==> src/rtl/wb_arbiter_pkg.sv <==
// rtl/wb_arbiter_pkg.sv - shared instruction-field widths and writeback source IDs
package wb_arbiter_pkg;

    localparam int LEN_REGNO = 5;
    localparam int LEN_REG   = 32;

    // Shared with the execute and memory stages so source tagging agrees everywhere.
    typedef enum logic {
        SRC_EXE = 1'b0,
        SRC_MEM = 1'b1
    } wb_src_e;

endpackage

==> src/rtl/wb_hold_buf.sv <==
// rtl/wb_hold_buf.sv - single-entry result holding buffer with valid/stall handshake
module wb_hold_buf
    import wb_arbiter_pkg::*;
(
    input  logic                 clk,
    input  logic                 rst,
    input  logic                 valid_i,
    input  logic [LEN_REGNO-1:0] regno_i,
    input  logic [LEN_REG-1:0]   data_i,
    input  logic                 drain_i,
    output logic                 stall_o,
    output logic                 capture_o,
    output logic                 full_o,
    output logic                 full_next_o,
    output logic [LEN_REGNO-1:0] regno_o,
    output logic [LEN_REG-1:0]   data_o
);

    logic                 full_q, full_d;
    logic [LEN_REGNO-1:0] regno_q, regno_d;
    logic [LEN_REG-1:0]   data_q, data_d;
    logic                 stall;
    logic                 capture;

    // A draining entry frees the slot in the same cycle, giving one result per cycle.
    always_comb begin
        stall   = full_q & ~drain_i;
        capture = valid_i & ~stall;
        full_d  = capture | (full_q & ~drain_i);
        regno_d = regno_q;
        data_d  = data_q;
        if (capture) begin
            regno_d = regno_i;
            data_d  = data_i;
        end
    end

    always_ff @(posedge clk or posedge rst) begin
        if (rst) begin
            full_q  <= 1'b0;
            regno_q <= '0;
            data_q  <= '0;
        end else begin
            full_q  <= full_d;
            regno_q <= regno_d;
            data_q  <= data_d;
        end
    end

    assign stall_o     = stall;
    assign capture_o   = capture;
    assign full_o      = full_q;
    assign full_next_o = full_d;
    assign regno_o     = regno_q;
    assign data_o      = data_q;

endmodule

==> src/rtl/wb_arbiter.sv <==
// rtl/wb_arbiter.sv - age-ordered arbitration of exe and mem results onto the regfile write port
module wb_arbiter
    import wb_arbiter_pkg::*;
(
    input  logic                 clk,
    input  logic                 rst,
    input  logic                 exe_valid_i,
    output logic                 exe_stall_o,
    input  logic [LEN_REGNO-1:0] exe_regno,
    input  logic [LEN_REG-1:0]   exe_data,
    input  logic                 mem_valid_i,
    output logic                 mem_stall_o,
    input  logic [LEN_REGNO-1:0] mem_regno,
    input  logic [LEN_REG-1:0]   mem_data,
    output logic                 wb_valid_o,
    input  logic                 wb_stall_i,
    output logic [LEN_REGNO-1:0] wb_regno,
    output logic [LEN_REG-1:0]   wb_data,
    output logic                 wb_src_o
);

    logic                 exe_full, exe_full_next, exe_cap, exe_drain;
    logic                 mem_full, mem_full_next, mem_cap, mem_drain;
    logic [LEN_REGNO-1:0] exe_buf_regno, mem_buf_regno;
    logic [LEN_REG-1:0]   exe_buf_data, mem_buf_data;
    logic                 grant_exe, grant_mem;
    wb_src_e              older_q, older_d;

    wb_hold_buf u_exe_buf (
        .clk         (clk),
        .rst         (rst),
        .valid_i     (exe_valid_i),
        .regno_i     (exe_regno),
        .data_i      (exe_data),
        .drain_i     (exe_drain),
        .stall_o     (exe_stall_o),
        .capture_o   (exe_cap),
        .full_o      (exe_full),
        .full_next_o (exe_full_next),
        .regno_o     (exe_buf_regno),
        .data_o      (exe_buf_data)
    );

    wb_hold_buf u_mem_buf (
        .clk         (clk),
        .rst         (rst),
        .valid_i     (mem_valid_i),
        .regno_i     (mem_regno),
        .data_i      (mem_data),
        .drain_i     (mem_drain),
        .stall_o     (mem_stall_o),
        .capture_o   (mem_cap),
        .full_o      (mem_full),
        .full_next_o (mem_full_next),
        .regno_o     (mem_buf_regno),
        .data_o      (mem_buf_data)
    );

    always_comb begin
        grant_mem  = mem_full & (~exe_full | (older_q == SRC_MEM));
        grant_exe  = exe_full & ~grant_mem;
        exe_drain  = grant_exe & ~wb_stall_i;
        mem_drain  = grant_mem & ~wb_stall_i;
        wb_valid_o = exe_full | mem_full;
        wb_src_o   = SRC_MEM;
        wb_regno   = '0;
        wb_data    = '0;
        if (grant_exe) begin
            wb_src_o = SRC_EXE;
            wb_regno = exe_buf_regno;
            wb_data  = exe_buf_data;
        end else if (grant_mem) begin
            wb_regno = mem_buf_regno;
            wb_data  = mem_buf_data;
        end
    end

    // Age follows the next-state occupancy; a simultaneous capture favours the load,
    // which was issued earlier in program order.
    always_comb begin
        older_d = older_q;
        if (exe_full_next && !mem_full_next) begin
            older_d = SRC_EXE;
        end else if (mem_full_next && !exe_full_next) begin
            older_d = SRC_MEM;
        end else if (exe_full_next && mem_full_next) begin
            if (exe_cap) begin
                older_d = SRC_MEM;
            end else if (mem_cap) begin
                older_d = SRC_EXE;
            end
        end
    end

    always_ff @(posedge clk or posedge rst) begin
        if (rst) begin
            older_q <= SRC_MEM;
        end else begin
            older_q <= older_d;
        end
    end

endmodule

==> config.mk <==
export PLATFORM = sky130hd
export DESIGN_NAME = wb_arbiter
export DESIGN_NICKNAME = d
export VERILOG_FILES = /design/src/rtl/wb_arbiter_pkg.sv /design/src/rtl/wb_hold_buf.sv /design/src/rtl/wb_arbiter.sv
export SDC_FILE = /design/constraint.sdc
export NUM_CORES = 1
export LEC_CHECK = 0
export CAP_MARGIN = 20
export CORE_UTILIZATION = 42
export CTS_CLUSTER_DIAMETER = 80
export CTS_CLUSTER_SIZE = 20
export DETAILED_ROUTE_END_ITERATION = 10
export PLACE_DENSITY = 0.77
export SYNTH_ARGS = -nofsm -noshare
export SYNTH_HDL_FRONTEND = slang
export SYNTH_SLANG_ARGS = --single-unit
==> constraint.sdc <==
create_clock -name clk -period 2.6 [get_ports clk]
set_clock_uncertainty 0.1 [all_clocks]
set_input_delay 0.52 -clock clk [delete_from_list [all_inputs] [get_ports clk]]
set_output_delay 0.52 -clock clk [all_outputs]
set_load 0.02 [all_outputs]
==> flow_summary.ini <==
[sta]
worst_slew_pin_slew_ns = 0.4768
grt_setup_unrepaired = no
slew-limit-headroom = 0.6818
final_period_minus_worst_setup_slack_ns = 2.502
timing.fmax_mhz = 399.7
hold_ws_ns = 0.4029
finalSetupViolCount = 0
final.period_utilization = 0.9622
hold_violations = 0
slew_viol_final = 0

[synthesis]
synth_top_cell_by_area = dfrtp_1
ys_warn_count = 0
yosys-mux-area-fraction = 0.2585
synth_cell_types = 25
synth_top_family_by_area = multiplexers
synth_compound_area_frac = 0.06669
synth_xor_area_frac = 0
syn_area_per_cell_um2 = 11.73
ys_seq_area_frac = 0.5270
synth_fa_ha_area_frac = 0.01026
synth_fp_nets = 394
synth_cells = 312
synthTopCellsByArea = dfrtp_1, mux2_4, mux2_2
synth_top_area_frac = 0.5198
synthSimpleGateAreaFrac = 0.09713
synth-seq-cells = 77
syn_area_mm2 = 0.003659

[clock_network]
postCtsSetupBuffers = 0
cts.sinks = 77
numCtsBuffers = 9
cts_tree = yes
worstSkewPairLatency_ns = 0.33
clockRootBuffer = clkbuf_8
path_clk_slew_ns = 0.08
htree_num_levels = 3
clockBufferDepth = 2
cts_hold_buf = 0

[critical_path]
worstPathRequired_ns = 1.98
crit_arrival_ns = 1.88
start_kind = input port
worstSetupPathType = in2out
cp-end-kind = primary output
worstPathMaxFanout = 3

[final_layout]
design_area_mm2 = 0.005154
antenna_cells = 0
final_cell_mix = clkdlybuf4s50_1, nand2_1, dfrtp_1, o21ai_0, mux2_2
final.fill_count = 696
syn_to_final_growth_pct = 40.87
layout_commonest_cell = clkdlybuf4s50_1
final_cells = 545
drive_above_1_share = 0.2568
final_core_util = 0.6179
nNetsFinal = 517

[global_routing]
use_met1 = 0.2384
grtUsageMet2 = 0.3238
grt_pass1_wl_um = 13150
grtUsageTotal = 0.1917
grt_pass1_vias = 2835
grt-busiest-layer = met2
grt.overflow.total = 0
use_met3 = 0.04306
antenna_found_initial = 0
grt_max_degree = 47

[power_and_ir_drop]
powerDensity_mw_per_mm2 = 1078
ir_drop_mv = 0.6132
p_leak_nw = 2.410

[hold_path]
hp-class = reg2reg

[route]
viasPerCell = 4.985
drt_first_pass_iters = 4
vias = 2717
drt-wirelength-per-cell_um = 15.29
drt_iter0_drc = 89
antenna_left = 0
drc = 0
wl_um = 8334

[floorplan]
die_x_um = 95.33
initial_utilization = 0.4386
ios = 120
rows = 33
fp.dieH_um = 95.33
die-area_mm2 = 0.009088
core_area_mm2 = 0.008341

[place]
place_area_mm2 = 0.005032
io_buffers = 119
dpl.hpwl_um = 5853
place_inst = 529
routabilityCongestion = 0.8196

[run]
drv_cap = 0

[run_status]
status = finished clean
==> critical path, cell delays in order <==
cell,delay (ns)
clkdlybuf4s50_1,0.42
buf_4,0.16
o21ai_4,0.19
inv_1,0.06
clkdlybuf4s50_1,0.53
==> timing repair <==
| item | CTS | global route |
|---|---|---|
| resized for setup | 38 | 32 |
| pin swaps | 0 | 0 |
| endpoints found under the setup margin | 38 | 19 |
==> stage by stage <==
stage | setup WS (ns) | TNS, ns | power [mW]
global route | 0.01267 | 0 | 5.922
floorplan | 0.01498 | 0 | 3.787
global placement | 0.1123 | 0 | 4.961
CTS | 0.05365 | 0 | 5.626
detailed placement | -0.01726 | -0.01726 | 5.053
finish | 0.09837 | 0 | 5.558
==> final cells by class <==
| type | instances | area, µm² | share of cell area |
|---|---|---|---|
| flip-flops and latches | 77 | 1929 | 0.3744 |
| multi-input cells | 209 | 1602 | 0.3108 |
| repair buffers | 131 | 1279 | 0.2481 |
| clock buffers | 11 | 151.4 | 0.02938 |
| well taps | 105 | 131.4 | 0.02549 |
| clock inverters | 5 | 33.78 | 0.006555 |
| inverters | 7 | 27.53 | 0.005341 |
==> worst paths after layout <==
path / start / endpoint / slack (ns) / cells after the start
max in group asynchronous: rst / u_mem_buf.data_o[2] / 1.42 / 3
setup reg to reg: u_mem_buf.full_o / older_q / 0.50 / 7
hold reg to reg: u_exe_buf.regno_o[1] / u_exe_buf.regno_o[1] / 0.40 / 1
setup / recovery: wb_stall_i / mem_stall_o / 0.1 / 5
min in group asynchronous: rst / u_mem_buf.data_o[13] / 0.44 / 2
hold / removal: u_exe_buf.regno_o[1] / u_exe_buf.regno_o[1] / 0.40 / 1
==> Yosys cell counts <==
| cell | instances |
|---|---|
| a21oi_1 | 1 |
| a221oi_1 | 1 |
| buf_1 | 1 |
| buf_2 | 7 |
| buf_4 | 1 |
| buf_6 | 5 |
| clkbuf_1 | 5 |
| dfrtp_1 | 76 |
| dfstp_2 | 1 |
| ha_1 | 3 |
| inv_1 | 7 |
| mux2_1 | 5 |
| mux2_2 | 39 |
| mux2_4 | 30 |
| nand2_1 | 76 |
| nand2_4 | 1 |
| nand2b_1 | 2 |
| nand3b_1 | 1 |
| nor2_1 | 5 |
| nor2b_1 | 1 |
| nor2b_4 | 1 |
| o21ai_0 | 40 |
| o21ai_1 | 1 |
| o21ai_4 | 1 |
| o2bb2ai_1 | 1 |
==> where the power goes <==
group          switching (mW)  leakage (nW)  internal [mW]
sequential              0.281         0.894           1.72
combinational            1.40          1.42           1.32
clock                   0.431        0.0917          0.399
total                    2.11          2.41           3.44
==> routing by layer <==
layer	wire [µm]	vias up
li1	-	1296
met3	491	12
met4	125	0
met1	3721	1321
met5	0	-
met2	3996	88
==> state kept, by name (all words and copies together), names as in the netlist <==
signal,cells
u_exe_buf.data_o,32
u_mem_buf.data_o,32
u_exe_buf.regno_o,5
u_mem_buf.regno_o,5
older_q,1
u_exe_buf.full_o,1
u_mem_buf.full_o,1
==> cells by family after synthesis <==
family | after synthesis
adders and majority gates | 3
DFF | 77
AOI/OAI and AO/OA | 45
muxes | 74
buffers and inverters | 26
and+or+nand+nor | 87
No activity file was read; power rests on OpenSTA's default activity.
